[src/rtl/multi_mem_arbiter_pkg.sv]
// rtl/multi_mem_arbiter_pkg.sv - shared constants and state type for the N-port memory arbiter
package mem_arb_pkg;

    localparam int PORT_DATA  = 0;
    localparam int PORT_INSTR = 1;

    typedef enum logic {
        IDLE    = 1'b0,
        GRANTED = 1'b1
    } arb_state_t;

endpackage

[src/rtl/multi_mem_arbiter_if.sv]
// rtl/multi_mem_arbiter_if.sv - requester-side and memory-side bus bundle for multi_mem_arbiter
interface multi_mem_arbiter_if #(
    parameter int NUM_PORTS = 4,
    parameter int ADDR_W    = 19,
    parameter int DATA_W    = 16
);
    localparam int BYTESEL_W = DATA_W / 8;
    localparam int IDX_W     = $clog2(NUM_PORTS);

    logic [NUM_PORTS*ADDR_W-1:0]    req_addr;
    logic [NUM_PORTS*DATA_W-1:0]    req_data_out;
    logic [NUM_PORTS-1:0]           req_access;
    logic [NUM_PORTS-1:0]           req_wr_en;
    logic [NUM_PORTS*BYTESEL_W-1:0] req_bytesel;
    logic [DATA_W-1:0]              req_data_in;
    logic [NUM_PORTS-1:0]           req_ack;

    logic [ADDR_W-1:0]              q_m_addr;
    logic [DATA_W-1:0]              q_m_data_in;
    logic [DATA_W-1:0]              q_m_data_out;
    logic                           q_m_access;
    logic                           q_m_ack;
    logic                           q_m_wr_en;
    logic [BYTESEL_W-1:0]           q_m_bytesel;

    logic [IDX_W-1:0]               grant_idx;

    // Arbiter view: serves the requesters, drives the memory bus.
    modport slave (
        input  req_addr, req_data_out, req_access, req_wr_en, req_bytesel,
        input  q_m_data_in, q_m_ack,
        output req_data_in, req_ack,
        output q_m_addr, q_m_data_out, q_m_access, q_m_wr_en, q_m_bytesel,
        output grant_idx
    );

    modport master (
        output req_addr, req_data_out, req_access, req_wr_en, req_bytesel,
        output q_m_data_in, q_m_ack,
        input  req_data_in, req_ack,
        input  q_m_addr, q_m_data_out, q_m_access, q_m_wr_en, q_m_bytesel,
        input  grant_idx
    );

endinterface

[src/rtl/multi_mem_arbiter_rr_priority_picker.sv]
// rtl/multi_mem_arbiter_rr_priority_picker.sv - find-first-set over N requests starting at a given index, wrapping
module rr_priority_picker #(
    parameter int N     = 4,
    parameter int IDX_W = 2
) (
    input  logic [N-1:0]     req,
    input  logic [IDX_W-1:0] start,
    output logic [IDX_W-1:0] idx,
    output logic             valid
);

    always_comb begin
        int               pos;
        logic [IDX_W-1:0] pos_idx;
        idx     = '0;
        valid   = 1'b0;
        pos     = 0;
        pos_idx = '0;
        for (int k = 0; k < N; k++) begin
            pos = int'(start) + k;
            if (pos >= N) begin
                pos = pos - N;
            end
            pos_idx = IDX_W'(pos);
            if (!valid && req[pos_idx]) begin
                valid = 1'b1;
                idx   = pos_idx;
            end
        end
    end

endmodule

[src/rtl/multi_mem_arbiter.sv]
// rtl/multi_mem_arbiter.sv - N-port single-outstanding memory arbiter, fixed priority or
// round-robin when MEM_ARB_ROUND_ROBIN_EN is defined
module multi_mem_arbiter #(
    parameter int NUM_PORTS = 4,
    parameter int ADDR_W    = 19,
    parameter int DATA_W    = 16
) (
    input  logic                clk,
    input  logic                reset,
    multi_mem_arbiter_if.slave  bus
);
    import mem_arb_pkg::*;

    localparam int BYTESEL_W = DATA_W / 8;
    localparam int IDX_W     = $clog2(NUM_PORTS);

    arb_state_t           state_q;
    arb_state_t           state_d;
    logic [IDX_W-1:0]     grant_q;
    logic [IDX_W-1:0]     pick_start;
    logic [IDX_W-1:0]     win_idx;
    logic                 win_valid;
    logic                 any_req;
    logic [IDX_W-1:0]     sel;
    logic [NUM_PORTS-1:0] ack_vec;
    logic                 access_o;
    logic                 wr_o;

    assign any_req = |bus.req_access;

`ifdef MEM_ARB_ROUND_ROBIN_EN
    logic [IDX_W-1:0] rr_q;

    // Pointer moves past the port just served so it cannot win twice in a row.
    always_ff @(posedge clk or posedge reset) begin
        if (reset) begin
            rr_q <= '0;
        end else if (state_q == GRANTED && bus.q_m_ack) begin
            rr_q <= (grant_q == IDX_W'(NUM_PORTS - 1)) ? '0 : grant_q + IDX_W'(1);
        end
    end

    assign pick_start = rr_q;
`else
    assign pick_start = '0;
`endif

    rr_priority_picker #(
        .N     (NUM_PORTS),
        .IDX_W (IDX_W)
    ) u_picker (
        .req   (bus.req_access),
        .start (pick_start),
        .idx   (win_idx),
        .valid (win_valid)
    );

    always_ff @(posedge clk or posedge reset) begin
        if (reset) begin
            state_q <= IDLE;
            grant_q <= '0;
        end else begin
            state_q <= state_d;
            if (state_q == IDLE && any_req) begin
                grant_q <= win_idx;
            end
        end
    end

    always_comb begin
        state_d = state_q;
        case (state_q)
            IDLE:    if (any_req)     state_d = GRANTED;
            GRANTED: if (bus.q_m_ack) state_d = IDLE;
            default: state_d = IDLE;
        endcase
    end

    // In IDLE the bus follows the live winner so a lone request starts with no added latency.
    always_comb begin
        sel      = IDX_W'(PORT_DATA);
        ack_vec  = '0;
        access_o = 1'b0;
        wr_o     = 1'b0;
        if (state_q == GRANTED) begin
            sel              = grant_q;
            access_o         = ~bus.q_m_ack;
            wr_o             = bus.req_wr_en[grant_q];
            ack_vec[grant_q] = bus.q_m_ack;
        end else begin
            if (win_valid) begin
                sel = win_idx;
            end
            access_o = any_req;
            wr_o     = any_req & bus.req_wr_en[sel];
        end
    end

    assign bus.q_m_addr     = bus.req_addr[int'(sel)*ADDR_W +: ADDR_W];
    assign bus.q_m_data_out = bus.req_data_out[int'(sel)*DATA_W +: DATA_W];
    assign bus.q_m_bytesel  = bus.req_bytesel[int'(sel)*BYTESEL_W +: BYTESEL_W];
    assign bus.q_m_access   = access_o;
    assign bus.q_m_wr_en    = wr_o;
    assign bus.req_ack      = ack_vec;
    assign bus.req_data_in  = bus.q_m_data_in;
    assign bus.grant_idx    = grant_q;

endmodule

[src/flat_wrapper.sv]
// flat-port wrapper written by rule: the top's interface ports become plain ports
module multi_mem_arbiter_flat import mem_arb_pkg::*;
#(
    parameter int NUM_PORTS = 4,
    parameter int ADDR_W    = 19,
    parameter int DATA_W    = 16
)
  (clk, reset, bus_req_addr, bus_req_data_out, bus_req_access, bus_req_wr_en, bus_req_bytesel, bus_q_m_data_in, bus_q_m_ack, bus_req_data_in, bus_req_ack, bus_q_m_addr, bus_q_m_data_out, bus_q_m_access, bus_q_m_wr_en, bus_q_m_bytesel, bus_grant_idx);
  multi_mem_arbiter_if #(.NUM_PORTS(NUM_PORTS), .ADDR_W(ADDR_W), .DATA_W(DATA_W)) bus_i ();
  input  logic clk;
  input  logic reset;
  input wire logic [$bits(bus_i.req_addr)-1:0] bus_req_addr;
  input wire logic [$bits(bus_i.req_data_out)-1:0] bus_req_data_out;
  input wire logic [$bits(bus_i.req_access)-1:0] bus_req_access;
  input wire logic [$bits(bus_i.req_wr_en)-1:0] bus_req_wr_en;
  input wire logic [$bits(bus_i.req_bytesel)-1:0] bus_req_bytesel;
  input wire logic [$bits(bus_i.q_m_data_in)-1:0] bus_q_m_data_in;
  input wire logic [$bits(bus_i.q_m_ack)-1:0] bus_q_m_ack;
  output wire logic [$bits(bus_i.req_data_in)-1:0] bus_req_data_in;
  output wire logic [$bits(bus_i.req_ack)-1:0] bus_req_ack;
  output wire logic [$bits(bus_i.q_m_addr)-1:0] bus_q_m_addr;
  output wire logic [$bits(bus_i.q_m_data_out)-1:0] bus_q_m_data_out;
  output wire logic [$bits(bus_i.q_m_access)-1:0] bus_q_m_access;
  output wire logic [$bits(bus_i.q_m_wr_en)-1:0] bus_q_m_wr_en;
  output wire logic [$bits(bus_i.q_m_bytesel)-1:0] bus_q_m_bytesel;
  output wire logic [$bits(bus_i.grant_idx)-1:0] bus_grant_idx;
  assign bus_i.req_addr = bus_req_addr;
  assign bus_i.req_data_out = bus_req_data_out;
  assign bus_i.req_access = bus_req_access;
  assign bus_i.req_wr_en = bus_req_wr_en;
  assign bus_i.req_bytesel = bus_req_bytesel;
  assign bus_i.q_m_data_in = bus_q_m_data_in;
  assign bus_i.q_m_ack = bus_q_m_ack;
  assign bus_req_data_in = bus_i.req_data_in;
  assign bus_req_ack = bus_i.req_ack;
  assign bus_q_m_addr = bus_i.q_m_addr;
  assign bus_q_m_data_out = bus_i.q_m_data_out;
  assign bus_q_m_access = bus_i.q_m_access;
  assign bus_q_m_wr_en = bus_i.q_m_wr_en;
  assign bus_q_m_bytesel = bus_i.q_m_bytesel;
  assign bus_grant_idx = bus_i.grant_idx;
  multi_mem_arbiter #(.NUM_PORTS(NUM_PORTS), .ADDR_W(ADDR_W), .DATA_W(DATA_W)) u_core (.clk(clk), .reset(reset), .bus(bus_i));
endmodule
[config.mk]
export PLATFORM = sky130hd
export DESIGN_NAME = multi_mem_arbiter_flat
export DESIGN_NICKNAME = d
export VERILOG_FILES = /design/src/rtl/multi_mem_arbiter_pkg.sv /design/src/rtl/multi_mem_arbiter_if.sv /design/src/rtl/multi_mem_arbiter_rr_priority_picker.sv /design/src/rtl/multi_mem_arbiter.sv /design/src/flat_wrapper.sv
export SDC_FILE = /design/constraint.sdc
export NUM_CORES = 1
export LEC_CHECK = 0
export CAP_MARGIN = 10
export CORE_AREA = 2 2 91 93
export CTS_CLUSTER_SIZE = 8
export DETAILED_ROUTE_END_ITERATION = 16
export DIE_AREA = 0 0 93 95
export PLACE_DENSITY = 0.75
export SYNTH_ARGS = -nofsm -noshare
export SYNTH_HDL_FRONTEND = slang
export SYNTH_SLANG_ARGS = --single-unit
export TNS_END_PERCENT = 1
[constraint.sdc]
create_clock -name clk -period 1.82 [get_ports clk]
set_input_delay 0.273 -clock clk [delete_from_list [all_inputs] [get_ports clk]]
set_output_delay 0.273 -clock clk [all_outputs]
set_load 0.01 [all_outputs]
==> metrics <==
status complete, but fails checks; violated checks negative setup slack; pwr dens 526 nW/um^2; syn_area_per_cell 9.55 sq um; number of H-tree levels 1; clock buffer count from CTS 3; full die area 8840 sq um; FP Rows 33; Hold WC Path Type input pin to async pin; syn nets 353; Slowest Stage Delay on Critical Path 0.37 ns; top-count cell post-synth mux2i_1; Ys Warns 0; Worst-Margin Slew 0.231 ns; met2 routed WL 4250 microns; drc violations 0; Ant. Diodes 0; Synth top cells by count 111 x mux2i_1, 20 x buf_4, 7 x nor2_1; Max IR drop VDD 0.487 mV; Clock Path Buffers 2; Root Driver clkbuf_8; CP top delay family buffers and inverters; DRT Pass-1 Iters 4; RSZ-0062 raised after global routing yes; worst skew pair latency 0.21 ns; final setup violation count 38; area share of the largest cell type after synthesis 0.654; Die Y 95 microns; vias in the first global route 2257; crit path time final 2.08 ns; synth top area cells mux2i_1 65%, buf_4 8.8%, buf_12 7.1%; Placed Area 3770 sq um; CTS tree yes; crit path max fanout 7; DR WL/cell 15.3 microns; Met3 Wirelength 554 microns; setup tns final -7.22 ns; NumNets Final 563; fillcell total 769; CP required 1.55 ns; Antenna Nets Post-Route 0; fraction of registers with async set/reset 1.00; Lkg Pwr 1.74 nW; Routed WL 7550 microns; sequence of cells on the critical path clkdlybuf4s15_1 > o41ai_4 > buf_6 > buf_12 > buf_12 > mux2i_2 > mux2i_1 > buf_2; Max-slew headroom 0.841; vias post-DR 2148; total power 2.11 mW; Final period util 1.14; hold slack final 0.240 ns; top_reg_cell synth dfrtp_1; FF+latch count, synth 3; CP dominant cell by count buf_12; CP Data Arrival Time 1.80 ns; CTS clk-pin slew, worst paths 0.03 ns; DR vias/cell 4.37; Met1 Wirelength 2690 microns; layout cells sized above 1 0.235; 1st-iter DRT viols 22; Global Route Usage Sum 0.153; Fin. Hold Viols 0; grt ovf 0; Boundary Pins 236; synthesized instance count 178; Core Box Area 7930 sq um; Slew Limit Fails 0; Crit. End Element output port; sequential area share after synthesis 0.0442; port bufs 203; Netlist cell types 23; post-DP HPWL 5640 microns; largest net degree at the start of global routing 18; max-capacitance violation count 0; CP max stage cell o41ai_4; f_max 481 MHz; CP startpoint kind input pin; worst setup margin -0.258 ns; design area 4000 sq um; CTS Sinks 3; critical path type input pin to output port; crit path buf inv count 5; area grow syn2layout 136%; initial core utilization 0.214; GP Congestion 0.724; DIE WIDTH 93 microns; Clock Skews 0.0000241 ns; highest metal used met4; initial antenna violation count 0; Netlist Area Pre-Place 1700 sq um; first-pass GRT wire length 10900 microns; EDFF count, synth 0; Yosys top cell by area mux2i_1
flip-flops by register name (all words and copies together) (netlist names):
register              cells
u_core.bus.grant_idx      2
u_core.state_q            1
cell usage in the layout, fill, tap and decap left out, types with 2 or more instances in the layout:
cell             synthesis  layout
dfrtp_1                  3       3
dlygate4sd2_1            0       2
o22a_1                   2       2
nor2_1                   7       6
buf_12                   6      10
a21oi_1                  5       4
clkdlybuf4s15_1          0       3
buf_16                   0       5
mux2i_2                  0       5
inv_1                    4       4
nor3_1                   3       3
clkbuf_8                 0       3
mux2i_1                111     103
clkbuf_2                 0       3
nand2_1                  4       3
buf_2                    0      37
clkdlybuf4s50_1          0     156
mux2i_4                  0       3
buf_4                   20       9
buf_6                    0       6
cell families after synthesis:
| group | count (synthesis) | share of synthesized area |
|---|---|---|
| buffers and inverters | 34 | 0.186 |
| AOI/OAI and AO/OA | 12 | 0.0582 |
| and+or+nand+nor | 17 | 0.0449 |
| muxes | 112 | 0.667 |
| DFF | 3 | 0.0442 |
layout make-up:
| type | count | area, sq um | area share |
|---|---|---|---|
| timing repair buffer | 234 | 2340 | 0.585 |
| multi-input combinational | 141 | 1390 | 0.348 |
| tap | 105 | 131 | 0.0328 |
| sequential | 3 | 75.1 | 0.0188 |
| clock buffer | 4 | 45.0 | 0.0113 |
| inverter | 5 | 18.8 | 0.00469 |
what timing repair did:
item / in CTS / in global routing
endpoints found under the setup margin: 43 / 41
buffers inserted: 10 / 0
hold buffers: 0 / 0
pin swaps: 2 / 2
gates resized for setup: 185 / 24
cloned: 10 / 0
path summary, 6_finish.rpt:
path / slack (ns) / to / cells past startpoint / startpoint
min in group clk: 0.52 / u_core.bus.grant_idx[0] / 3 / bus_req_access[2]
max in group asynchronous: 1.45 / u_core.bus.grant_idx[0] / 2 / reset
min: 0.24 / u_core.bus.grant_idx[1] / 2 / reset
max: -0.26 / bus_q_m_addr[16] / 8 / bus_req_access[0]
max reg2reg: 0.68 / u_core.state_q / 4 / u_core.state_q
min reg2reg: 0.66 / u_core.bus.grant_idx[0] / 2 / u_core.bus.grant_idx[0]
power breakdown:
group | leakage, nW | switching [mW] | internal, mW | total [mW]
registers | 0.0346 | 0.00904 | 0.0769 | 0.0860
logic | 1.68 | 0.710 | 1.12 | 1.83
clock network | 0.0228 | 0.0438 | 0.149 | 0.193
metal layers:
metal | GRT usage | up-vias
met1 | 0.161 | 974
met5 | 0 | -
met2 | 0.316 | 97
li1 | - | 1067
met3 | 0.0247 | 10
met4 | 0.0306 | 0
per-stage QoR:
step                      setup slack (ns)  std cells  utilization
final                               -0.258        492        0.505
after global routing                -0.324        492        0.505
after CTS                           -0.390        496        0.513
after detailed placement             -1.00        473        0.476
after global placement              -0.987        473        0.476
after floorplan                      0.134        178            -
No activity file was read; power rests on OpenSTA's default activity.
